===== config.mk =====
export PLATFORM = sky130hd
export DESIGN_NAME = vending_machine_multi_fsm_flat
export DESIGN_NICKNAME = d
export VERILOG_FILES = /design/src/rtl/vending_machine_multi_fsm_if.sv /design/src/rtl/vending_machine_multi_fsm.sv /design/src/flat_wrapper.sv
export SDC_FILE = /design/constraint.sdc
export NUM_CORES = 1
export LEC_CHECK = 0
export CAP_MARGIN = 15
export CORE_MARGIN = 1
export CORE_UTILIZATION = 40
export DETAILED_ROUTE_END_ITERATION = 16
export GPL_ROUTABILITY_DRIVEN = 0
export PLACE_DENSITY = 0.7
export SETUP_SLACK_MARGIN = 0.4
export SYNTH_ARGS = -nofsm -noshare
export SYNTH_HDL_FRONTEND = slang
export SYNTH_SLANG_ARGS = --single-unit

===== constraint.sdc =====
create_clock -name clock -period 3.7 [get_ports clock]
set_input_delay 0.37 -clock clock [delete_from_list [all_inputs] [get_ports clock]]
set_output_delay 0.37 -clock clock [all_outputs]
set_load 0.02 [all_outputs]

===== src/rtl/vending_machine_multi_fsm_if.sv =====
// vending_machine_multi_fsm_if: coin, selection and dispense signals between front end and controller
interface vending_machine_multi_fsm_if #(
    parameter int N_PROD = 4,
    parameter int SEL_W  = 2,
    parameter int UNIT_W = 5
);
    logic [1:0]               cash_in;
    logic                     cancel;
    logic                     sel_valid;
    logic [SEL_W-1:0]         sel_idx;
    logic [N_PROD*UNIT_W-1:0] price_flat;
    logic                     restock;
    logic                     purchase;
    logic [SEL_W-1:0]         product_idx;
    logic [1:0]               cash_return;
    logic                     coin_reject;
    logic                     sel_error;
    logic [UNIT_W-1:0]        credit;
    logic [N_PROD-1:0]        stock_empty;
    logic [1:0]               present_state;

    modport master (
        output cash_in, cancel, sel_valid, sel_idx, price_flat, restock,
        input  purchase, product_idx, cash_return, coin_reject, sel_error, credit, stock_empty, present_state
    );

    modport slave (
        input  cash_in, cancel, sel_valid, sel_idx, price_flat, restock,
        output purchase, product_idx, cash_return, coin_reject, sel_error, credit, stock_empty, present_state
    );
endinterface


===== src/rtl/vending_machine_multi_fsm.sv =====
// vending_machine_multi_fsm: multi-product credit, vend and greedy change controller
module vending_machine_multi_fsm #(
    parameter int N_PROD     = 4,
    parameter int SEL_W      = 2,
    parameter int UNIT_W     = 5,
    parameter int MAX_CREDIT = 20,
    parameter int STOCK_W    = 4,
    parameter int STOCK_INIT = 8
) (
    input logic clock,
    input logic reset,
    vending_machine_multi_fsm_if.slave bus
);
    typedef enum logic [1:0] {IDLE = 2'b00, CREDIT = 2'b01, VEND = 2'b10, CHANGE = 2'b11} state_t;

    state_t              state, state_n;
    logic [UNIT_W-1:0]   credit, credit_n, price_sel, price_vend, chg_src, chg_val;
    logic [UNIT_W:0]     sum;
    logic [SEL_W-1:0]    prod, prod_n;
    logic [1:0]          cash_ret, cash_ret_n, coin;
    logic                purchase, purchase_n, coin_rej, coin_rej_n, sel_err, sel_err_n, sel_ok;
    logic [STOCK_W-1:0]  stock [N_PROD];
    logic [N_PROD-1:0]   empty;

    assign price_sel  = bus.price_flat[bus.sel_idx*UNIT_W +: UNIT_W];
    assign price_vend = bus.price_flat[prod*UNIT_W +: UNIT_W];
    assign sum        = {1'b0, credit} + (bus.cash_in == 2'b11 ? (UNIT_W+1)'(4) : (UNIT_W+1)'(bus.cash_in));
    assign sel_ok     = price_sel != '0 && credit >= price_sel && stock[bus.sel_idx] != '0;
    // In VEND the change source is the post-sale remainder, so the first coin leaves one cycle after purchase
    assign chg_src    = state == VEND ? credit - price_vend : credit;
    assign coin       = chg_src >= UNIT_W'(4) ? 2'b11 : chg_src >= UNIT_W'(2) ? 2'b10 : 2'b01;
    assign chg_val    = coin == 2'b11 ? UNIT_W'(4) : UNIT_W'(coin);

    assign bus.purchase      = purchase;
    assign bus.product_idx   = prod;
    assign bus.cash_return   = cash_ret;
    assign bus.coin_reject   = coin_rej;
    assign bus.sel_error     = sel_err;
    assign bus.credit        = credit;
    assign bus.stock_empty   = empty;
    assign bus.present_state = state;

    // Next state and next registered outputs; cancel beats selection beats coin
    always_comb begin
        state_n    = state;
        credit_n   = credit;
        prod_n     = '0;
        cash_ret_n = 2'b00;
        purchase_n = 1'b0;
        sel_err_n  = 1'b0;
        coin_rej_n = bus.cash_in != 2'b00;
        if (state == IDLE || state == CREDIT) begin
            if (bus.cancel) begin
                if (state == CREDIT) begin
                    state_n    = CHANGE;
                    cash_ret_n = coin;
                    credit_n   = chg_src - chg_val;
                end
            end else if (bus.sel_valid) begin
                state_n    = sel_ok ? VEND : state;
                prod_n     = sel_ok ? bus.sel_idx : '0;
                purchase_n = sel_ok;
                sel_err_n  = !sel_ok;
            end else if (sum <= (UNIT_W+1)'(MAX_CREDIT)) begin
                coin_rej_n = 1'b0;
                credit_n   = sum[UNIT_W-1:0];
                state_n    = bus.cash_in != 2'b00 ? CREDIT : state;
            end
        end else begin
            state_n    = chg_src == '0 ? IDLE : CHANGE;
            cash_ret_n = chg_src == '0 ? 2'b00 : coin;
            credit_n   = chg_src == '0 ? '0 : chg_src - chg_val;
        end
    end

    // State, credit and registered outputs; stock_empty trails the counters by one cycle
    always_ff @(posedge clock) begin
        if (reset) begin
            state    <= IDLE;
            credit   <= '0;
            prod     <= '0;
            cash_ret <= 2'b00;
            purchase <= 1'b0;
            coin_rej <= 1'b0;
            sel_err  <= 1'b0;
            empty    <= '0;
        end else begin
            state    <= state_n;
            credit   <= credit_n;
            prod     <= prod_n;
            cash_ret <= cash_ret_n;
            purchase <= purchase_n;
            coin_rej <= coin_rej_n;
            sel_err  <= sel_err_n;
            for (int i = 0; i < N_PROD; i++) empty[i] <= stock[i] == '0;
        end
    end

    // Stock counters; restock wins over a same-cycle vend decrement
    always_ff @(posedge clock) begin
        for (int i = 0; i < N_PROD; i++) begin
            if (reset || bus.restock) stock[i] <= STOCK_W'(STOCK_INIT);
            else if (state == VEND && prod == SEL_W'(i) && stock[i] != '0) stock[i] <= stock[i] - 1'b1;
        end
    end
endmodule

===== src/flat_wrapper.sv =====
// flat-port wrapper written by rule: the top's interface ports become plain ports
module vending_machine_multi_fsm_flat 
#(
    parameter int N_PROD     = 4,
    parameter int SEL_W      = 2,
    parameter int UNIT_W     = 5,
    parameter int MAX_CREDIT = 20,
    parameter int STOCK_W    = 4,
    parameter int STOCK_INIT = 8
)
  (clock, reset, bus_cash_in, bus_cancel, bus_sel_valid, bus_sel_idx, bus_price_flat, bus_restock, bus_purchase, bus_product_idx, bus_cash_return, bus_coin_reject, bus_sel_error, bus_credit, bus_stock_empty, bus_present_state);
  vending_machine_multi_fsm_if #(.N_PROD(N_PROD), .SEL_W(SEL_W), .UNIT_W(UNIT_W)) bus_i ();
  input logic clock;
  input logic reset;
  input wire logic [$bits(bus_i.cash_in)-1:0] bus_cash_in;
  input wire logic [$bits(bus_i.cancel)-1:0] bus_cancel;
  input wire logic [$bits(bus_i.sel_valid)-1:0] bus_sel_valid;
  input wire logic [$bits(bus_i.sel_idx)-1:0] bus_sel_idx;
  input wire logic [$bits(bus_i.price_flat)-1:0] bus_price_flat;
  input wire logic [$bits(bus_i.restock)-1:0] bus_restock;
  output wire logic [$bits(bus_i.purchase)-1:0] bus_purchase;
  output wire logic [$bits(bus_i.product_idx)-1:0] bus_product_idx;
  output wire logic [$bits(bus_i.cash_return)-1:0] bus_cash_return;
  output wire logic [$bits(bus_i.coin_reject)-1:0] bus_coin_reject;
  output wire logic [$bits(bus_i.sel_error)-1:0] bus_sel_error;
  output wire logic [$bits(bus_i.credit)-1:0] bus_credit;
  output wire logic [$bits(bus_i.stock_empty)-1:0] bus_stock_empty;
  output wire logic [$bits(bus_i.present_state)-1:0] bus_present_state;
  assign bus_i.cash_in = bus_cash_in;
  assign bus_i.cancel = bus_cancel;
  assign bus_i.sel_valid = bus_sel_valid;
  assign bus_i.sel_idx = bus_sel_idx;
  assign bus_i.price_flat = bus_price_flat;
  assign bus_i.restock = bus_restock;
  assign bus_purchase = bus_i.purchase;
  assign bus_product_idx = bus_i.product_idx;
  assign bus_cash_return = bus_i.cash_return;
  assign bus_coin_reject = bus_i.coin_reject;
  assign bus_sel_error = bus_i.sel_error;
  assign bus_credit = bus_i.credit;
  assign bus_stock_empty = bus_i.stock_empty;
  assign bus_present_state = bus_i.present_state;
  vending_machine_multi_fsm #(.N_PROD(N_PROD), .SEL_W(SEL_W), .UNIT_W(UNIT_W), .MAX_CREDIT(MAX_CREDIT), .STOCK_W(STOCK_W), .STOCK_INIT(STOCK_INIT)) u_core (.clock(clock), .reset(reset), .bus(bus_i));
endmodule

==> flow_summary.toml, run 1 <==
[drt]
avgViaCountPerCell = 5.75
via_count = 2442
route.detailed.drc = 0
ant_nets = 0
wire_per_inst_microns = 16.7
firstDrtPassIters = 5
first_iter_violations = 60
totalWireLength_microns = 7080

[critical_path]
rrSetupSlack_ps = -170
r2r_cells = 16
cp-startpoint = "u_core.bus.product_idx[0]"
crit_end = "u_core.bus.credit[2]"
crit_type = "register to register"
timing.rr.start = "u_core.bus.product_idx[0]"
worst_setup_path_end_kind = "register"
worstSetupStartpointType = "register"
cp_max_fo = 3
worstReg2RegEnd = "u_core.bus.credit[2]"
critPathRequiredTime_ps = 3870
critical_path_arrival_ps = 4040

[timing]
rsz0062_at_grt = "yes"
whs_ps = 615
slew_violations = 0
worst_pin_slew_ps = 724
finalHoldViolations = 0
period_minus_slack_ps = 3870
finalSetupViolations = 2
post-route-period-util_pct = 105
fmax_mhz = 259
worst_slack_ps = -168
slew_headroom_pct = 51.5
clock_skew_ps = 10.9

[yosys]
yosysWarnings = 0
muxShareOfSynthArea_pct = 10.7
synthXorXnorAreaFrac_pct = 2.98
async_reset_ff_share_pct = 0
syn-num-nets = 331
yosys_register_bits = 34
synthSimpleGateAreaFrac_pct = 23.8
yosys.area.top_type_share_pct = 18.2
ys_top_cells_by_count = "nor2_1, inv_1, ha_1, dfxtp_1, nand2_1"
synth_compound_area_share_pct = 14.0
post_synth_num_cell_types = 59
synth_seq_area_share_pct = 31.8
synth_ff_type = "dfxtp_1"
netlist_area_sq_um = 2640
synth_top_family_by_area = "simple AND/OR/NAND/NOR gates"
synthAdderAreaFrac_pct = 11.3
synth_edf_count = 16
synth_most_common_cell = "nor2_1"
synth.area.top_cells = "edfxtp_1, dfxtp_1, ha_1"
synthCells = 280
yosysTopAreaCell = "edfxtp_1"
syn_area_per_cell_sq_um = 9.44

[final_layout]
fin_util_pct = 56.6
n_antenna_cell = 0
seqCellArea_sq_um = 845
n_fill_cell = 561
syn_to_final_growth_pct = 36.1
fin_cells = 425
finish.net_count = 398
drive_above_1_share_pct = 20.1
multi_input_area_sq_um = 1790

[floorplan]
chipHeight_microns = 83.3
start_util_pct = 41.6
io_pins = 47
rows = 29
core_sq_um = 6350
die-area_sq_um = 6940
dieWidth_microns = 83.3

[clock_network]
cts.path.max_buffers = 2
clock-root-buffer = "clkbuf_8"
cts_made_buffers = 5
clk_latency_ps = 290
cts_sinks = 34
cts_tree = "yes"
cts_max_level = 2
path_clk_slew_ps = 80
hold_buffers = 0

[job]
maxCapViolations = 0

[placed_design]
place_inst = 413
port_buffers = 46
post-place-ws_ps = -485
dp_hpwl_microns = 5320

[hold_path]
worstHoldPathType = "register to register"

[run_status]
violations = "setup timing"
outcome = "finished, violations left"

[grt]
gr-total-overflow = 0
grt_start_max_net_pins = 14
grt_pass1_vias = 2433
antenna_found_initial = 0
grt_pass1_wl_microns = 11500
track_usage_pct = 20.7

[pwr]
power_density_nw_per_um2 = 670
vdd_ir_drop_max_uv = 529
power_mw = 2.41
power.static_leakage_nw = 1.44
-- what timing repair did --
action	in CTS	in global routing
gates resized for setup	14	13
setup buffers	3	1
setup endpoints to repair	5	5
pin swaps	13	9
-- report_power, final --
part	switching, mW	leakage, nW	internal, mW	total, mW
Clock	0.156	0.0683	0.270	0.426
Sequential	0.0669	0.311	0.441	0.508
Combinational	0.735	1.06	0.741	1.48
-- worst min-delay path by stage --
stage	from	to	cells after the start
after detailed placement	u_core.stock[0][3]	u_core.bus.stock_empty[0]	2
final	u_core.stock[0][0]	u_core.stock[0][0]	1
after CTS	u_core.bus.present_state[0]	u_core.bus.present_state[0]	1
after global routing	u_core.stock[0][0]	u_core.stock[0][0]	1
after global placement	u_core.stock[3][3]	u_core.bus.stock_empty[3]	3
after floorplan	u_core.stock[3][3]	u_core.bus.stock_empty[3]	3
-- kinds of logic (layout without fill, tap and decap cells) --
| logic type | after synthesis | in the layout |
|---|---|---|
| flip-flops | 34 | 34 |
| AO/OA/AOI/OAI | 53 | 53 |
| AND/OR/NAND/NOR | 116 | 116 |
| XOR/XNOR | 9 | 9 |
| buffers and inverters | 32 | 100 |
| multiplexers | 14 | 14 |
| adder cells (fa/ha/maj) | 22 | 22 |
-- per-layer routing --
layer	routed length (microns)	part of all wire [%]	track usage, %
met5	0	0	0
met4	233	3.3	9.25
met3	353	5.0	4.47
met2	3430	48	34.1
met1	3060	43	25.9
-- placed cells by master, fill, tap and decap left out, types with 4 or more instances in the layout --
cell type | netlist | layout
nand3_1 | 4 | 4
ha_1 | 19 | 16
nand3b_1 | 4 | 4
nor3_1 | 4 | 4
buf_4 | 2 | 21
dlygate4sd2_1 | 0 | 4
xnor2_1 | 7 | 7
nand2b_1 | 9 | 8
clkdlybuf4s50_1 | 0 | 42
a21oi_1 | 10 | 6
o31a_1 | 4 | 4
clkbuf_8 | 0 | 5
nor2b_1 | 9 | 8
mux4_1 | 4 | 4
mux4_2 | 6 | 6
nor4_1 | 4 | 4
nand2_1 | 18 | 17
inv_1 | 20 | 20
nor2_1 | 35 | 34
edfxtp_1 | 16 | 16
or3_1 | 8 | 8
dfxtp_1 | 18 | 17
o21ai_0 | 7 | 6
and2_1 | 5 | 4
a211oi_1 | 4 | 4
-- worst max-delay path, stage by stage, from the launching register on --
cell and delay, ps:
dfxtp_4 390, mux4_2 530, ha_4 180, fa_2 360, nand2b_4 160, a21oi_4 130
xor2_2 110, o21a_2 260, nor3_4 170, nand2_2 120, buf_6 130, buf_6 100
fa_2 370, xnor2_1 140, nor2_1 110, o31ai_1 120, a311oi_1 370
-- sequential cells by signal, indices dropped and copies added, names as in the netlist --
register	flops
u_core.bus.product_idx	2
u_core.bus.credit	5
u_core.bus.coin_reject	1
u_core.stock	16
u_core.bus.present_state	2
u_core.bus.purchase	1
u_core.bus.sel_error	1
u_core.bus.cash_return	2
u_core.bus.stock_empty	4
-- final cells by class --
type	instances	share of cell area (%)
repair buffers	70	18.0
inverters	22	2.37
clock buffers	5	1.91
flip-flops and latches	34	23.5
well taps	77	2.68
multi-input cells	214	49.7
clock inverters	3	1.91
-- through the flow --
stage                     cell area [sq um]  setup TNS (ps)
after detailed placement               3340           -1620
final                                  3600            -193
after CTS                              3540           -78.5
after global routing                   3600            -735
after global placement                 3340           -1270
after floorplan                        2700           -42.9
Note: power is estimated with default switching activity, not from simulation.
==> run 2, diff against run 1 <==
--- a/config.mk
+++ b/config.mk
@@ -5,7 +5,7 @@
 export SDC_FILE = /design/constraint.sdc
 export NUM_CORES = 1
 export LEC_CHECK = 0
-export CAP_MARGIN = 15
+export CAP_MARGIN = 20
 export CORE_MARGIN = 1
 export CORE_UTILIZATION = 40
 export DETAILED_ROUTE_END_ITERATION = 16
==> results of run 2 <==
The final DEF is identical to that of run 1; final timing and power are the same.
